<file path="src/rtl/present_decrypt.sv">
// Iterative PRESENT-80 decryption core: recovers the final round key with the forward
// schedule, then unwinds one inverse round per clock while stepping the key schedule back.
module present_decrypt #(
    parameter int ROUNDS = 31
) (
    input  logic        clk,
    input  logic        reset,
    input  logic        load,
    input  logic [63:0] idat,
    input  logic [79:0] key,
    output logic [63:0] odat,
    output logic        busy,
    output logic        done
);

    typedef enum logic [1:0] {
        IDLE    = 2'd0,
        KEYEXP  = 2'd1,
        DECRYPT = 2'd2
    } fsm_t;

    localparam logic [4:0] LAST = 5'(ROUNDS);

    fsm_t        fsm_q, fsm_d;
    logic [63:0] state_q, state_d;
    logic [79:0] key_q, key_d;
    logic [4:0]  cnt_q, cnt_d;
    logic [63:0] odat_q, odat_d;
    logic        busy_q, busy_d;
    logic        done_q, done_d;

    logic [79:0] rot;
    logic [79:0] fwd_key;
    logic [79:0] undo;
    logic [79:0] inv_key;
    logic [63:0] inv_state;

    function automatic logic [3:0] sbox(input logic [3:0] x);
        logic [3:0] y;
        case (x)
            4'h0: y = 4'hC;
            4'h1: y = 4'h5;
            4'h2: y = 4'h6;
            4'h3: y = 4'hB;
            4'h4: y = 4'h9;
            4'h5: y = 4'h0;
            4'h6: y = 4'hA;
            4'h7: y = 4'hD;
            4'h8: y = 4'h3;
            4'h9: y = 4'hE;
            4'hA: y = 4'hF;
            4'hB: y = 4'h8;
            4'hC: y = 4'h4;
            4'hD: y = 4'h7;
            4'hE: y = 4'h1;
            default: y = 4'h2;
        endcase
        return y;
    endfunction

    function automatic logic [3:0] sbox_inv(input logic [3:0] x);
        logic [3:0] y;
        case (x)
            4'h0: y = 4'h5;
            4'h1: y = 4'hE;
            4'h2: y = 4'hF;
            4'h3: y = 4'h8;
            4'h4: y = 4'hC;
            4'h5: y = 4'h1;
            4'h6: y = 4'h2;
            4'h7: y = 4'hD;
            4'h8: y = 4'hB;
            4'h9: y = 4'h4;
            4'hA: y = 4'h6;
            4'hB: y = 4'h3;
            4'hC: y = 4'h0;
            4'hD: y = 4'h7;
            4'hE: y = 4'h9;
            default: y = 4'hA;
        endcase
        return y;
    endfunction

    function automatic logic [63:0] sinv_layer(input logic [63:0] x);
        logic [63:0] y;
        y = '0;
        for (int n = 0; n < 16; n++) begin
            y[6'(4 * n) +: 4] = sbox_inv(x[6'(4 * n) +: 4]);
        end
        return y;
    endfunction

    // Inverse bit permutation: output bit i is taken from input bit 16*i mod 63.
    function automatic logic [63:0] pinv_layer(input logic [63:0] x);
        logic [63:0] y;
        y = '0;
        for (int i = 0; i < 63; i++) begin
            y[6'(i)] = x[6'((16 * i) % 63)];
        end
        y[63] = x[63];
        return y;
    endfunction

    always_comb begin
        rot     = {key_q[18:0], key_q[79:19]};
        fwd_key = {sbox(rot[79:76]), rot[75:20], rot[19:15] ^ cnt_q, rot[14:0]};

        // Undo the counter xor and top-nibble S-box, then rotate back by 61.
        undo          = key_q;
        undo[79:76]   = sbox_inv(key_q[79:76]);
        undo[19:15]   = key_q[19:15] ^ cnt_q;
        inv_key       = {undo[60:0], undo[79:61]};
        inv_state     = sinv_layer(pinv_layer(state_q)) ^ inv_key[79:16];

        fsm_d   = fsm_q;
        state_d = state_q;
        key_d   = key_q;
        cnt_d   = cnt_q;
        odat_d  = odat_q;
        busy_d  = busy_q;
        done_d  = 1'b0;

        if (load) begin
            state_d = idat;
            key_d   = key;
            cnt_d   = 5'd1;
            busy_d  = 1'b1;
            fsm_d   = KEYEXP;
        end else begin
            case (fsm_q)
                KEYEXP: begin
                    key_d = fwd_key;
                    if (cnt_q == LAST) begin
                        state_d = state_q ^ fwd_key[79:16];
                        cnt_d   = LAST;
                        fsm_d   = DECRYPT;
                    end else begin
                        cnt_d = cnt_q + 5'd1;
                    end
                end
                DECRYPT: begin
                    key_d   = inv_key;
                    state_d = inv_state;
                    if (cnt_q == 5'd1) begin
                        odat_d = inv_state;
                        done_d = 1'b1;
                        busy_d = 1'b0;
                        fsm_d  = IDLE;
                    end else begin
                        cnt_d = cnt_q - 5'd1;
                    end
                end
                default: fsm_d = IDLE;
            endcase
        end
    end

    always_ff @(posedge clk) begin
        if (reset) begin
            fsm_q   <= IDLE;
            state_q <= '0;
            key_q   <= '0;
            cnt_q   <= '0;
            odat_q  <= '0;
            busy_q  <= 1'b0;
            done_q  <= 1'b0;
        end else begin
            fsm_q   <= fsm_d;
            state_q <= state_d;
            key_q   <= key_d;
            cnt_q   <= cnt_d;
            odat_q  <= odat_d;
            busy_q  <= busy_d;
            done_q  <= done_d;
        end
    end

    assign odat = odat_q;
    assign busy = busy_q;
    assign done = done_q;

endmodule

</file>
<file path="config.mk">
export PLATFORM = sky130hd
export DESIGN_NAME = present_decrypt
export DESIGN_NICKNAME = d
export VERILOG_FILES = /design/src/rtl/present_decrypt.sv
export SDC_FILE = /design/constraint.sdc
export NUM_CORES = 1
export LEC_CHECK = 0
export ABC_AREA = 1
export CORE_UTILIZATION = 35
export CTS_CLUSTER_DIAMETER = 150
export CTS_CLUSTER_SIZE = 8
export DETAILED_ROUTE_END_ITERATION = 6
export GPL_TIMING_DRIVEN = 0
export MAX_ROUTING_LAYER = met4
export PLACE_DENSITY = 0.54
export SLEW_MARGIN = 20
export SYNTH_ARGS = -nofsm -noshare
export SYNTH_HDL_FRONTEND = slang
export SYNTH_SLANG_ARGS = --single-unit
</file>
<file path="constraint.sdc">
create_clock -name clk -period 3 [get_ports clk]
set_input_delay 0.6 -clock clk [delete_from_list [all_inputs] [get_ports clk]]
set_output_delay 0.6 -clock clk [all_outputs]
set_load 0.02 [all_outputs]
</file>
==> results.py <==
metrics = {
    "run_status": {
        "status": "finished, final reports clean",
    },
    "floorplan": {
        "io_pins": 213,
        "die_w_um": 173,
        "die_h_um": 173,
        "die_area_um2": 29800,
        "core-area_um2": 28700,
        "num_rows": 62,
        "start_util_pct": 35.5,
    },
    "routing": {
        "postRouteAntennaNets": 0,
        "wl_per_cell_um": 21.4,
        "wl_met1_mm": 19.2,
        "via_per_inst": 5.23,
        "dr_wl_met2_mm": 19.9,
        "drc": 0,
        "vias": 10700,
        "drt-pass1-iter-count": 5,
        "route.top_layer_used": "met4",
        "routed_wl_mm": 43.8,
        "first_iter_violations": 890,
        "met3_length_mm": 2.88,
    },
    "place": {
        "gp_congestion": 0.920,
        "dp_cells": 2011,
        "dpl.hpwl_mm": 33.9,
        "io_buffer_count": 164,
    },
    "setup_path": {
        "end_kind": "register",
        "critical_path_arrival_ns": 3.29,
        "critPathMaxFanout": 10,
        "crit_required_ns": 3.50,
        "crit_type": "in2reg",
        "start_kind": "input port",
    },
    "cts": {
        "cts_root_buf": "clkbuf_16",
        "cts_tree": "done",
        "clock_latency_ns": 0.56,
        "path_clk_slew_ns": 0.05,
        "clock-sinks": 209,
        "htreeDepth": 1,
        "clockBufferDepth": 3,
        "cts_buffers": 30,
        "ctsHoldBuffers": 0,
    },
    "global_route": {
        "grt_max_degree": 16,
        "grt_pass1_vias": 10300,
        "grt.overflow.total": 0,
        "antenna_found_initial": 1,
        "grt_pass1_wl_mm": 65.3,
        "grtUsageTotal_pct": 30.0,
    },
    "yosys": {
        "synthMuxAreaShare_pct": 0,
        "synth_area_um2": 10200,
        "syn_nets": 1624,
        "synth_compound_area_share_pct": 14.8,
        "synth_top_family_by_area": "simple AND/OR/NAND/NOR gates",
        "synthXorXnorAreaFrac_pct": 3.27,
        "avgSynthCellArea_um2": 6.96,
        "synth.most_common_cell": "nand2_1",
        "syn_inst": 1463,
        "ys_warn_count": 0,
        "ys_ff_latch": 209,
        "synth_edf_count": 0,
        "synth_top_area_cell": "dfxtp_1",
        "synth.area.top_cells": "dfxtp_1, nand2_1, nand3_1",
        "yosysTopAreaCellShare_pct": 41.1,
        "synth-adder-area-share_pct": 1.72,
        "synthTopCellsByCount": "nand2_1, dfxtp_1, nand3_1, o21ai_0, inv_1",
        "synth_seq_area_share_pct": 41.1,
        "yosys.area_share.simple_pct": 29.5,
        "synthFlopType": "dfxtp_1",
        "synth_async_sr_flop_share_pct": 0,
        "synth.distinct_cells": 40,
    },
    "timing": {
        "final.min_clock_period_ns": 2.78,
        "finClkSkew_ns": 0.0212,
        "fin_crit_sh_pct": 92.8,
        "timing.fmax_ghz": 0.359,
        "worst_pin_slew_ns": 0.840,
        "setup_viol": 0,
        "slew_headroom_pct": 44.0,
        "finalHoldViolCount": 0,
        "slew_viol_final": 0,
        "holdWs_ns": 0.472,
        "rsz0062_at_grt": "false",
    },
    "hold_path": {
        "hold_path_class": "reg2reg",
    },
    "cells_and_area": {
        "layout.nets": 1819,
        "fillers": 3024,
        "finalNonFillerCells": 2044,
        "drive_gt1_share_pct": 7.84,
        "fin_util_pct": 45.6,
        "syn_to_final_growth_pct": 28.5,
        "multiInputGateArea_um2": 5010,
        "seq_area_um2": 4180,
    },
    "run": {
        "max-cap-violations": 0,
    },
    "power": {
        "power_uw": 7250,
        "vdd.ir_drop.worst_uv": 415,
        "p_leak_uw": 0.00568,
        "power_per_cell_area_nw_per_um2": 554,
    },
}
[layout by cell type (no fill, tap or decap), drive strengths merged]
cell type,synthesis,final
a21boi,3,3
a21oi,40,40
a22oi,1,1
a31oi,66,66
buf,48,47
clkbuf,47,78
clkdlybuf4s50,0,164
clkinv,2,3
clkinvlp,0,1
dfxtp,209,209
diode,0,1
ha,14,14
inv,139,139
nand2,435,435
nand3,189,189
nand3b,3,3
nand4,1,1
nor2,44,44
nor3,1,1
nor4,2,2
o211ai,2,2
o21a,1,1
o21ai,157,157
o221ai,3,3
or2,18,18
xnor2,24,24
xor2,14,14
[final timing paths]
check	cells past startpoint	slack, ns	from	endpoint
min	2	0.47	odat[17]	odat[17]
max reg2reg	14	0.32	fsm_q[0]	fwd_key[76]
max	11	0.22	reset	fwd_key[76]
min reg2reg	2	0.47	odat[17]	odat[17]
[where the power goes]
part / switching (uW) / total [uW] / internal [uW]
registers: 164 / 3120 / 2960
logic: 718 / 1150 / 428
clock network: 1230 / 2980 / 1750
[stage by stage]
stage | setup TNS [ns] | worst slack, ns | instance area, um2
6_report | 0 | 0.215 | 13100
5_1_grt | 0 | 0.0689 | 13100
4_1_cts | 0 | 0.0741 | 13100
3_5_place_dp | -4.49 | -0.832 | 12300
3_3_place_gp | -4.48 | -0.813 | 12300
2_1_floorplan | 0 | 0.699 | 10200
[layout make-up]
| type | count | area share [%] |
|---|---|---|
| antenna | 1 | 0.0191 |
| buffer | 94 | 3.45 |
| clock buffer | 31 | 5.76 |
| clock inverter | 2 | 0.191 |
| inverter | 141 | 4.13 |
| multi-input combinational | 1018 | 38.3 |
| sequential | 209 | 32.0 |
| tap | 384 | 3.67 |
| timing repair buffer | 164 | 12.5 |
[critical path, stage by stage]
cell and delay, ns:
clkdlybuf4s50_1 0.67, clkinvlp_4 0.34, clkbuf_2 0.40, clkbuf_2 0.32
nand2_1 0.21, inv_1 0.10, ha_1 0.30, nand3b_1 0.16
nand2_1 0.08, nand2_1 0.05, nand2_1 0.06
[per-layer routing]
metal  vias up  GRT usage [%]
li1       5153              -
met1      4990           38.2
met2       462           47.5
met3        93           3.96
met4         0           12.7
met5         -              -
[cells by family after synthesis]
kind of cell,count (synthesis)
AND/OR/NAND/NOR,693
AO/OA/AOI/OAI,273
buffers and inverters,236
flip-flops,209
XOR/XNOR,38
adder cells (fa/ha/maj),14
[what timing repair did]
item | CTS | global route
endpoints found under the hold margin | 0 | 0
endpoints found under the setup margin | 4 | 1
gates resized for setup | 1 | 3
buffers inserted | 0 | 0
(Power assumes the default switching activity.)
